--- src/rtl/gcd_arbiter_if.sv ---
// -----------------------------------------------------------------------------
// gcd_arbiter_if
//
// Bundles the requester side and the engine side of gcd_arbiter into one
// interface. The arbiter connects through the slave modport. The environment
// (requesters plus the GCD engine, or a testbench) connects through the
// master modport.
//
// Requester side:
//   req      - per-requester request level
//   req_a    - flattened operand A, requester i at [i*W +: W]
//   req_b    - flattened operand B, same packing
//   done     - one-hot, one-cycle result-valid pulse
//   rsp_gcd  - result, nonzero only while done is nonzero
//   grant_id - index of the requester being (or last) served
//   busy     - arbiter is not idle
// Engine side:
//   eng_start, eng_ack, eng_cen - handshake and single-step enable
//   eng_ain, eng_bin            - operands driven to the engine
//   eng_done, eng_gcd           - engine done flag and result
//
// N_REQ and W must match the parameters of the gcd_arbiter instance.
// -----------------------------------------------------------------------------
interface gcd_arbiter_if #(
  parameter int N_REQ = 4,
  parameter int W     = 8
);
  localparam int IW = $clog2(N_REQ);

  // Requester side
  logic [N_REQ-1:0]   req;
  logic [N_REQ*W-1:0] req_a;
  logic [N_REQ*W-1:0] req_b;
  logic [N_REQ-1:0]   done;
  logic [W-1:0]       rsp_gcd;
  logic [IW-1:0]      grant_id;
  logic               busy;

  // Engine side
  logic               eng_start;
  logic               eng_ack;
  logic               eng_cen;
  logic [W-1:0]       eng_ain;
  logic [W-1:0]       eng_bin;
  logic               eng_done;
  logic [W-1:0]       eng_gcd;

  // Arbiter view
  modport slave (
    input  req, req_a, req_b, eng_done, eng_gcd,
    output done, rsp_gcd, grant_id, busy,
    output eng_start, eng_ack, eng_cen, eng_ain, eng_bin
  );

  // Environment view: requesters and the engine
  modport master (
    output req, req_a, req_b, eng_done, eng_gcd,
    input  done, rsp_gcd, grant_id, busy,
    input  eng_start, eng_ack, eng_cen, eng_ain, eng_bin
  );
endinterface

--- src/rtl/gcd_arbiter.sv ---
// -----------------------------------------------------------------------------
// gcd_arbiter
//
// Round-robin arbiter that shares one GCD engine among N_REQ requesters.
// In IDLE it picks the next requesting index after the last one served and
// latches that requester's operands. It then either runs the engine
// Start/Done/Ack handshake, or returns the answer directly when an operand is
// zero, because the engine never terminates on a zero operand. The result
// comes back as a one-cycle one-hot done pulse together with rsp_gcd.
//
// Ports:
//   Clk   - system clock, all state on the rising edge
//   Reset - synchronous active-high reset (the same net resets the engine)
//   CEN   - engine single-step enable, passed straight through to eng_cen
//   bus   - gcd_arbiter_if.slave: requester bus and engine handshake
//
// Job timeline (T0 = IDLE cycle that grants):
//   engine job : LAUNCH at T0+1, WAIT until eng_done is seen in cycle Td,
//                ACK (done + eng_ack) at Td+1, IDLE at Td+2
//   bypass job : BYPASS (done) at T0+1, IDLE at T0+2
// -----------------------------------------------------------------------------
module gcd_arbiter #(
  parameter int N_REQ = 4,
  parameter int W     = 8
) (
  input  logic           Clk,
  input  logic           Reset,
  input  logic           CEN,
  gcd_arbiter_if.slave   bus
);

  localparam int            IW         = $clog2(N_REQ);
  // Pointer value that gives requester 0 first priority after reset.
  localparam logic [IW-1:0] LAST_RESET = IW'(N_REQ - 1);

  typedef enum logic [4:0] {
    S_IDLE   = 5'b00001,
    S_LAUNCH = 5'b00010,
    S_WAIT   = 5'b00100,
    S_ACK    = 5'b01000,
    S_BYPASS = 5'b10000
  } state_t;

  state_t        state;
  state_t        state_nx;

  logic [IW-1:0] last_q;     // last requester granted
  logic [IW-1:0] grant_q;    // requester currently being served
  logic [W-1:0]  a_q;        // latched operand A
  logic [W-1:0]  b_q;        // latched operand B
  logic [W-1:0]  result_q;   // engine result or bypass answer

  // Round-robin search results
  logic          hit;
  logic [IW-1:0] hit_idx;
  logic [W-1:0]  hit_a;
  logic [W-1:0]  hit_b;
  logic          hit_zero;

  logic          grant_now;
  logic          capture_now;
  logic          engaged;

  // ---------------------------------------------------------------------------
  // Round-robin search starting at last_q+1 and wrapping. The loop runs from
  // the farthest candidate down to the nearest, so the nearest requesting
  // index is the one written last and wins.
  // ---------------------------------------------------------------------------
  always_comb begin : rr_search
    logic [IW-1:0] cand;
    hit     = 1'b0;
    hit_idx = last_q;
    cand    = '0;
    for (int k = N_REQ; k >= 1; k--) begin
      cand = IW'((int'(last_q) + k) % N_REQ);
      if (bus.req[cand]) begin
        hit     = 1'b1;
        hit_idx = cand;
      end
    end
    hit_a    = bus.req_a[hit_idx*W +: W];
    hit_b    = bus.req_b[hit_idx*W +: W];
    hit_zero = (hit_a == '0) || (hit_b == '0);
  end

  assign grant_now   = (state == S_IDLE) && hit;
  assign capture_now = (state == S_WAIT) && bus.eng_done;

  // ---------------------------------------------------------------------------
  // State register
  // ---------------------------------------------------------------------------
  // NOTE: sequential state uses non-blocking assignments so every register
  // samples pre-edge values, independent of process evaluation order.
  always_ff @(posedge Clk) begin
    if (Reset) state <= S_IDLE;
    else       state <= state_nx;
  end

  // ---------------------------------------------------------------------------
  // Grant pointer, operand and result registers
  // ---------------------------------------------------------------------------
  // NOTE: the operand and result registers are reset as well, not just the
  // control state, because they drive eng_ain/eng_bin/grant_id directly and
  // every output must read 0 after reset.
  always_ff @(posedge Clk) begin
    if (Reset) begin
      last_q   <= LAST_RESET;
      grant_q  <= '0;
      a_q      <= '0;
      b_q      <= '0;
      result_q <= '0;
    end else begin
      if (grant_now) begin
        last_q  <= hit_idx;
        grant_q <= hit_idx;
        a_q     <= hit_a;
        b_q     <= hit_b;
        // Bypass answer: the nonzero operand, or 0 when both are zero.
        // For engine jobs the value is overwritten when eng_done arrives.
        result_q <= (hit_a == '0) ? hit_b : hit_a;
      end
      if (capture_now) begin
        result_q <= bus.eng_gcd;
      end
    end
  end

  // ---------------------------------------------------------------------------
  // Next state and outputs
  // ---------------------------------------------------------------------------
  assign engaged = (state == S_LAUNCH) || (state == S_WAIT) || (state == S_ACK);

  // NOTE: every signal written here gets a default first, so no path through
  // the case statement can leave one unassigned and infer a latch.
  always_comb begin
    state_nx      = state;
    bus.done      = '0;
    bus.rsp_gcd   = '0;
    bus.busy      = (state != S_IDLE);
    bus.grant_id  = grant_q;
    bus.eng_start = 1'b0;
    bus.eng_ack   = 1'b0;
    // Operands are shown to the engine only while it owns the job.
    bus.eng_ain   = engaged ? a_q : '0;
    bus.eng_bin   = engaged ? b_q : '0;

    case (state)
      S_IDLE: begin
        if (hit) state_nx = hit_zero ? S_BYPASS : S_LAUNCH;
      end
      S_LAUNCH: begin
        bus.eng_start = 1'b1;
        state_nx      = S_WAIT;
      end
      S_WAIT: begin
        // CEN only slows the engine; the arbiter simply keeps waiting.
        if (bus.eng_done) state_nx = S_ACK;
      end
      S_ACK: begin
        bus.eng_ack            = 1'b1;
        bus.done[grant_q]      = 1'b1;
        bus.rsp_gcd            = result_q;
        state_nx               = S_IDLE;
      end
      S_BYPASS: begin
        bus.done[grant_q]      = 1'b1;
        bus.rsp_gcd            = result_q;
        state_nx               = S_IDLE;
      end
      default: begin
        state_nx = S_IDLE;
      end
    endcase
  end

  assign bus.eng_cen = CEN;

  // ---------------------------------------------------------------------------
  // Structural invariants
  // ---------------------------------------------------------------------------
  a_state_onehot: assert property (@(posedge Clk) disable iff (Reset)
    $onehot(state));

  a_done_onehot0: assert property (@(posedge Clk) disable iff (Reset)
    $onehot0(bus.done));

  a_rsp_quiet: assert property (@(posedge Clk) disable iff (Reset)
    (bus.done == '0) |-> (bus.rsp_gcd == '0));

  a_start_single: assert property (@(posedge Clk) disable iff (Reset)
    bus.eng_start |=> !bus.eng_start);

endmodule

--- src/flat_wrapper.sv ---
// flat-port wrapper written by rule: the top's interface ports become plain ports
module gcd_arbiter_flat 
#(
  parameter int N_REQ = 4,
  parameter int W     = 8
)
  (Clk, Reset, CEN, bus_req, bus_req_a, bus_req_b, bus_eng_done, bus_eng_gcd, bus_done, bus_rsp_gcd, bus_grant_id, bus_busy, bus_eng_start, bus_eng_ack, bus_eng_cen, bus_eng_ain, bus_eng_bin);
  gcd_arbiter_if #(.N_REQ(N_REQ), .W(W)) bus_i ();
  input  logic Clk;
  input  logic Reset;
  input  logic CEN;
  input wire logic [$bits(bus_i.req)-1:0] bus_req;
  input wire logic [$bits(bus_i.req_a)-1:0] bus_req_a;
  input wire logic [$bits(bus_i.req_b)-1:0] bus_req_b;
  input wire logic [$bits(bus_i.eng_done)-1:0] bus_eng_done;
  input wire logic [$bits(bus_i.eng_gcd)-1:0] bus_eng_gcd;
  output wire logic [$bits(bus_i.done)-1:0] bus_done;
  output wire logic [$bits(bus_i.rsp_gcd)-1:0] bus_rsp_gcd;
  output wire logic [$bits(bus_i.grant_id)-1:0] bus_grant_id;
  output wire logic [$bits(bus_i.busy)-1:0] bus_busy;
  output wire logic [$bits(bus_i.eng_start)-1:0] bus_eng_start;
  output wire logic [$bits(bus_i.eng_ack)-1:0] bus_eng_ack;
  output wire logic [$bits(bus_i.eng_cen)-1:0] bus_eng_cen;
  output wire logic [$bits(bus_i.eng_ain)-1:0] bus_eng_ain;
  output wire logic [$bits(bus_i.eng_bin)-1:0] bus_eng_bin;
  assign bus_i.req = bus_req;
  assign bus_i.req_a = bus_req_a;
  assign bus_i.req_b = bus_req_b;
  assign bus_i.eng_done = bus_eng_done;
  assign bus_i.eng_gcd = bus_eng_gcd;
  assign bus_done = bus_i.done;
  assign bus_rsp_gcd = bus_i.rsp_gcd;
  assign bus_grant_id = bus_i.grant_id;
  assign bus_busy = bus_i.busy;
  assign bus_eng_start = bus_i.eng_start;
  assign bus_eng_ack = bus_i.eng_ack;
  assign bus_eng_cen = bus_i.eng_cen;
  assign bus_eng_ain = bus_i.eng_ain;
  assign bus_eng_bin = bus_i.eng_bin;
  gcd_arbiter #(.N_REQ(N_REQ), .W(W)) u_core (.Clk(Clk), .Reset(Reset), .CEN(CEN), .bus(bus_i));
endmodule
--- config.mk ---
export PLATFORM = sky130hd
export DESIGN_NAME = gcd_arbiter_flat
export DESIGN_NICKNAME = d
export VERILOG_FILES = /design/src/rtl/gcd_arbiter_if.sv /design/src/rtl/gcd_arbiter.sv /design/src/flat_wrapper.sv
export SDC_FILE = /design/constraint.sdc
export NUM_CORES = 1
export LEC_CHECK = 0
export BUFFER_PORTS_ARGS = -buffer_cell sky130_fd_sc_hd__buf_4
export CAP_MARGIN = 20
export CORE_AREA = 2 2 107 57
export DETAILED_ROUTE_END_ITERATION = 8
export DIE_AREA = 0 0 109 59
export PLACE_DENSITY = 0.85
export SLEW_MARGIN = 20
export SYNTH_ARGS = -nofsm -noshare
export SYNTH_HDL_FRONTEND = slang
export SYNTH_SLANG_ARGS = --single-unit
--- constraint.sdc ---
create_clock -name Clk -period 2.47 [get_ports Clk]
set_input_delay 0.3705 -clock Clk [delete_from_list [all_inputs] [get_ports Clk]]
set_output_delay 0.3705 -clock Clk [all_outputs]
set_load 0.02 [all_outputs]
==> After elaboration in Yosys (flattened, before gate mapping) <==
Cells that the tools add are included.
{ "totals": {"regBits": 33, "latchBits": 0, "mem_bits_rw": 0, "rom_bits": 0, "word_cells": 68, "n_memories": 0} }
{ "classes": {"add_sub_neg": 4, "multipliers": 0, "div_mod_pow": 0, "order_cmp": 6, "eq_ne": 8, "n_shift": 2, "muxes": 31, "bitwise": 0, "n_reduce_logical": 11} }
{ "op_table": {"columns": ["operator", "count"], "rows": [
  ["variable part select 32 x 6 -> 8 bit", 2],
  ["2-to-1 mux 8 bit", 6],
  ["logical NOT 8 bit", 2],
  ["< comparator 2 x 3 -> 1 bit (second input constant)", 5],
  ["2-to-1 mux 5 bit", 3],
  ["case mux 5 bit (3 select lines)", 1],
  ["2-to-1 mux 1 bit", 11],
  ["binary-select mux 1 bit (select 2 bit)", 4],
  ["2-to-1 mux 2 bit", 4],
  ["== test 5 x 1 -> 1 bit (second input constant)", 1],
  ["== test 5 x 2 -> 1 bit (second input constant)", 1],
  ["== test 5 x 3 -> 1 bit (second input constant)", 1],
  ["== test 5 x 4 -> 1 bit (second input constant)", 1],
  ["== test 5 bit (second input constant)", 1],
  ["inequality test 5 x 1 -> 1 bit (second input constant)", 1],
  ["adder 2 x 1 -> 2 bit (second input constant)", 2],
  ["adder 2 bit (second input constant)", 2],
  ["2-to-1 mux 4 bit", 1],
  ["logical AND 1 bit", 3],
  ["logical OR 1 bit", 3],
  ["demux 1 bit (select 2 bit)", 1],
  ["greater-or-equal comparator 2 x 1 -> 1 bit (second input constant)", 1],
  ["inequality test 2 x 1 -> 1 bit (second input constant)", 1],
  ["inequality test 2 bit (second input constant)", 1],
  ["other kinds (3)", 3]
]} }

==> Depth between registers and ports, before layout <==
{ "logic_depth": {"word_depth": 13, "ltp_mapped": 9} }

==> Worst setup path after synthesis <==
Ideal clock, no wire load.
{ "synth_path": {"path_kind": "input to register", "startpoint": "input bus_req[3]", "endpoint": "register u_core.state[1]", "setup_time_ps": 131, "t_arrival_ps": 2229, "setup_slack_ps": 110, "stages": 8, "path_buffers": 1, "path_cell_list": "and2b_2 o21ai_1 o211a_1 buf_6 mux4_2 nor4_4 a22oi_1 nor3b_1"} }
{ "synth_between": {"elab_chain_cells": 12, "elab_cells_between_ends": 26} }
{ "synth_rtl": {"columns": ["element", "line_no", "source"], "rows": [
  ["from (decl)", "flat_wrapper.sv:12", "input wire logic [$bits(bus_i.req)-1:0] bus_req;"],
  ["binary-select mux 1 bit (select 2 bit)", "gcd_arbiter.sv:76", "if (bus.req[cand]) begin"],
  ["2-to-1 mux 1 bit (implied by the code)", "gcd_arbiter.sv:76", null],
  ["2-to-1 mux 2 bit (4 in a row)", "gcd_arbiter.sv:76", null],
  ["variable part select 32 x 6 -> 8 bit (on tied branches)", "gcd_arbiter.sv:81, gcd_arbiter.sv:82", null],
  ["logical NOT 8 bit", "gcd_arbiter.sv:83", "hit_zero = (hit_a == '0) || (hit_b == '0);"],
  ["logical OR 1 bit", "gcd_arbiter.sv:83", null],
  ["2-to-1 mux 5 bit (2 in a row)", "gcd_arbiter.sv:149", "if (hit) state_nx = hit_zero ? S_BYPASS : S_LAUNCH;"],
  ["case mux 5 bit (3 select lines)", "gcd_arbiter.sv:147", "case (state)"],
  ["to (signal assigned)", "gcd_arbiter.sv:96", "else state <= state_nx;"],
  ["to (decl)", "gcd_arbiter.sv:44", "state_t state;"]
]} }
Several ways; a longest one is shown, not always the timed one. The select of a mux whose other input is x is not followed.
A chain may end at the register's enable or synchronous reset.

==> Worst setup path in the final report <==
{ "layout_path": {"startpoint": "register u_core.last_q[0]", "endpoint": "register u_core.state[1]"} }
{ "layout_between": {"elab_chain_cells": 13, "elab_cells_between_ends": 30} }
{ "layout_rtl": {"columns": ["element", "line_no", "source"], "rows": [
  ["from (decl)", "gcd_arbiter.sv:47", "logic [IW-1:0] last_q;"],
  ["from (signal assigned)", "gcd_arbiter.sv:114", "last_q <= hit_idx;"],
  ["adder 2 x 1 -> 2 bit", "gcd_arbiter.sv:75", "cand = IW'((int'(last_q) + k) % N_REQ);"],
  ["binary-select mux 1 bit (select 2 bit)", "gcd_arbiter.sv:76", null],
  ["2-to-1 mux 1 bit (implied by the code)", "gcd_arbiter.sv:76", null],
  ["2-to-1 mux 2 bit (4 in a row)", "gcd_arbiter.sv:76", null],
  ["variable part select 32 x 6 -> 8 bit (on tied branches)", "gcd_arbiter.sv:81, gcd_arbiter.sv:82", null],
  ["logical NOT 8 bit", "gcd_arbiter.sv:83", null],
  ["logical OR 1 bit", "gcd_arbiter.sv:83", null],
  ["2-to-1 mux 5 bit (2 in a row)", "gcd_arbiter.sv:149", null],
  ["case mux 5 bit (3 select lines)", "gcd_arbiter.sv:147", null]
]} }
Several ways; a longest one is shown, not always the timed one. The select of a mux whose other input is x is not followed.

==> qor.yml <==
violations: "setup timing"
grt_max_degree: 32
synth_top_family_by_area: "simple AND/OR/NAND/NOR gates"
synth.avg_cell_area_sq_um: 8.02
ff2ff_setup_slack_ns: -0.04
p_per_area_nw_per_um2: 1010
hp-class: "in -> reg"
drive_gt1_frac: 0.412
antenna_cells: 0
hold_path_end: "u_core.result_q[3]"
synthArstFlopShare: 0
final.period_utilization: 1.01
synth_edf_count: 0
synth.area.mux_share: 0.165
r2r-end: "u_core.state[1]"
clock-root-buffer: "clkbuf_8"
min_from: "bus_eng_gcd[3]"
cts.sinks: 33
worst_slew_pin_slew_ns: 0.711
ant_nets: 0
grt_pass1_vias: 2513
slew_viol_final: 0
cts-htree-levels: 2
grt_antenna_before_repair: 0
seq_area_frac_synth: 0.291
hold_violations: 0
port_buffers: 111
globalRouteOverflowTotal: 0
core-area_sq_um: 5400
die_area_sq_um: 6430
synthXorXnorAreaFrac: 0.0116
wl_per_cell_um: 16.0
path_clk_slew_ns: 0.07
r2r_start: "u_core.last_q[0]"
rsz0062_at_grt: "true"
status: "finished with violations"
cts_buffers: 5
synth_nets: 363
max_freq_ghz: 0.399
finalNonFillerCells: 488
worst_clock_skew_ns: 0.00525
fin_crit_ns: 2.51
die_y_um: 59
setup_violations: 3
cp_top_family: "simple AND/OR/NAND/NOR gates"
cp_cell_sequence: "and2b_2 > buf_4 > or3_4 > nand2_2 > buf_4 > mux4_1 > nor4_2 > a22oi_1 > nor3b_2"
vias_per_cell: 5.46
leakagePower_nw: 1.61
synth_cell_types: 43
synth_area_sq_um: 2270
crit_type: "reg -> reg"
endpoint_kind: "flop"
place_inst: 476
grt_first_pass_wirelength_um: 11900
ioPinCount: 114
hpwl_um: 5920
crit_slowest_cell: "dfxtp_2"
synthAdderAreaFrac: 0
hold_slack_ns: 0.441
drv_cap: 0
cts_buffer_depth: 2
rows: 19
cpPeakStageDelay_ns: 0.36
slew_headroom: 0.526
dr.pass1.iters: 4
worst-path-buf-inv: 2
synth_compound_area_frac: 0.135
peakVddDrop_uv: 470
grt_util_all_layers: 0.246
yosys.area_share.simple: 0.350
ys.flop_type: "dfxtp_1"
synth_seq_cells: 33
vias: 2664
critPathRequiredTime_ns: 2.63
start_util: 0.421
syn2layout_area_growth_pct: 55.1
hold_depth: 4
worstSetupStartpointType: "flop"
nNetsFinal: 494
cts_tree: "done"
timing.final.ws_setup_ns: -0.0366
drt_iter0_drc: 238
ys_warn_count: 0
path_max_fanout: 7
clk_latency_ns: 0.29
critPathMostFrequentCell: "buf_4"
wirelength_um: 7780
gp_congestion: 0.855
drcViolationCount: 0
netlist_instances: 283
r2r_cells: 9
crit_arrival_ns: 2.67
die_x_um: 109
cells in the final DEF, fill, tap and decap left out, types with 5 or more instances in the layout:
master | netlist | routed
a21oi_1 | 14 | 13
and2_1 | 25 | 25
buf_4 | 3 | 142
clkbuf_8 | 0 | 6
dfxtp_1 | 33 | 32
mux2i_1 | 10 | 10
mux4_1 | 7 | 7
nand2_1 | 36 | 35
nand3_1 | 17 | 17
nor2_1 | 23 | 22
nor3_1 | 20 | 20
o21ai_0 | 17 | 17
or3_1 | 5 | 5
registers in the layout (all words and copies together) (netlist names):
register             cells
u_core.a_q               8
u_core.state             5
u_core.bus.grant_id      2
u_core.b_q               8
u_core.result_q          8
u_core.last_q            2
cell families after synthesis:
group	Yosys count
AO/OA/AOI/OAI	51
XOR/XNOR	3
multiplexers	22
AND/OR/NAND/NOR	152
flip-flops	33
buffers and inverters	22
cell type report:
class | count | area (sq um)
Fill cell | 428 | 1880
Multi-Input combinational cell | 228 | 1540
Inverter | 2 | 7.51
Sequential cell | 33 | 662
Clock inverter | 1 | 30.0
Clock buffer | 7 | 86.3
Tap cell | 73 | 91.3
Timing Repair Buffer | 144 | 1110
per-layer routing:
metal / wire [um] / global-route usage
met1: 3330 / 0.328
met2: 3520 / 0.394
met3: 837 / 0.0670
met4: 99 / 0.0751
met5: 0 / 0
worst min-delay path, cell delays in order:
cell and delay [ns]:
buf_4 0.11, nor2_1 0.08, or3_1 0.10, a31oi_1 0.03
metrics by stage:
step / total power, mW / instance area [sq um] / worst slack, ns / TNS [ns] / utilization
2_1_floorplan: 2.16 / 2270 / 0.110 / 0 / -
3_3_place_gp: 2.83 / 3330 / -0.111 / -0.498 / 0.616
3_5_place_dp: 2.88 / 3330 / -0.167 / -0.787 / 0.616
4_1_cts: 3.51 / 3510 / 0.00207 / 0 / 0.650
5_1_grt: 3.78 / 3520 / -0.113 / -0.482 / 0.652
6_report: 3.57 / 3520 / -0.0366 / -0.0499 / 0.652
how the worst max path moves through the flow:
stage	start	endpoint	slack [ns]	cells past startpoint
finish	u_core.last_q[0]	u_core.state[1]	-0.04	9
global placement	bus_req[1]	u_core.state[1]	-0.11	10
CTS	u_core.last_q[0]	u_core.result_q[7]	0.002	9
detailed placement	bus_req[3]	u_core.result_q[7]	-0.17	10
floorplan	bus_req[3]	u_core.state[1]	0.11	8
global route	u_core.last_q[0]	u_core.result_q[7]	-0.11	9
synthesized netlist by cell type (4+ instances only):
cell / instances / area, sq um
dfxtp_1: 33 / 661
nor2_1: 23 / 86.3
clkbuf_1: 14 / 52.6
a21oi_1: 14 / 70.1
o21a_1: 4 / 30.0
nor3_1: 20 / 100
nor4_1: 6 / 37.5
or3_1: 5 / 31.3
nand2_1: 36 / 135
mux4_1: 7 / 184
nand3_1: 17 / 85.1
mux2i_1: 10 / 100
and2_1: 25 / 156
a31oi_1: 4 / 25.0
o21ai_0: 17 / 85.1
where the power goes:
group	switching (mW)	leakage (nW)	internal, mW
sequential	0.168	0.272	0.756
clock	0.204	0.0585	0.329
combinational	1.11	1.28	0.998
total	1.49	1.61	2.08
what timing repair did:
action / CTS / global route
gates cloned: 1 / 0
buffers inserted: 2 / 2
gates resized for setup: 8 / 2
hold buffers: 0 / 0
endpoints found under the setup margin: 6 / 6
pin swaps: 6 / 3
(Power assumes the default switching activity.)
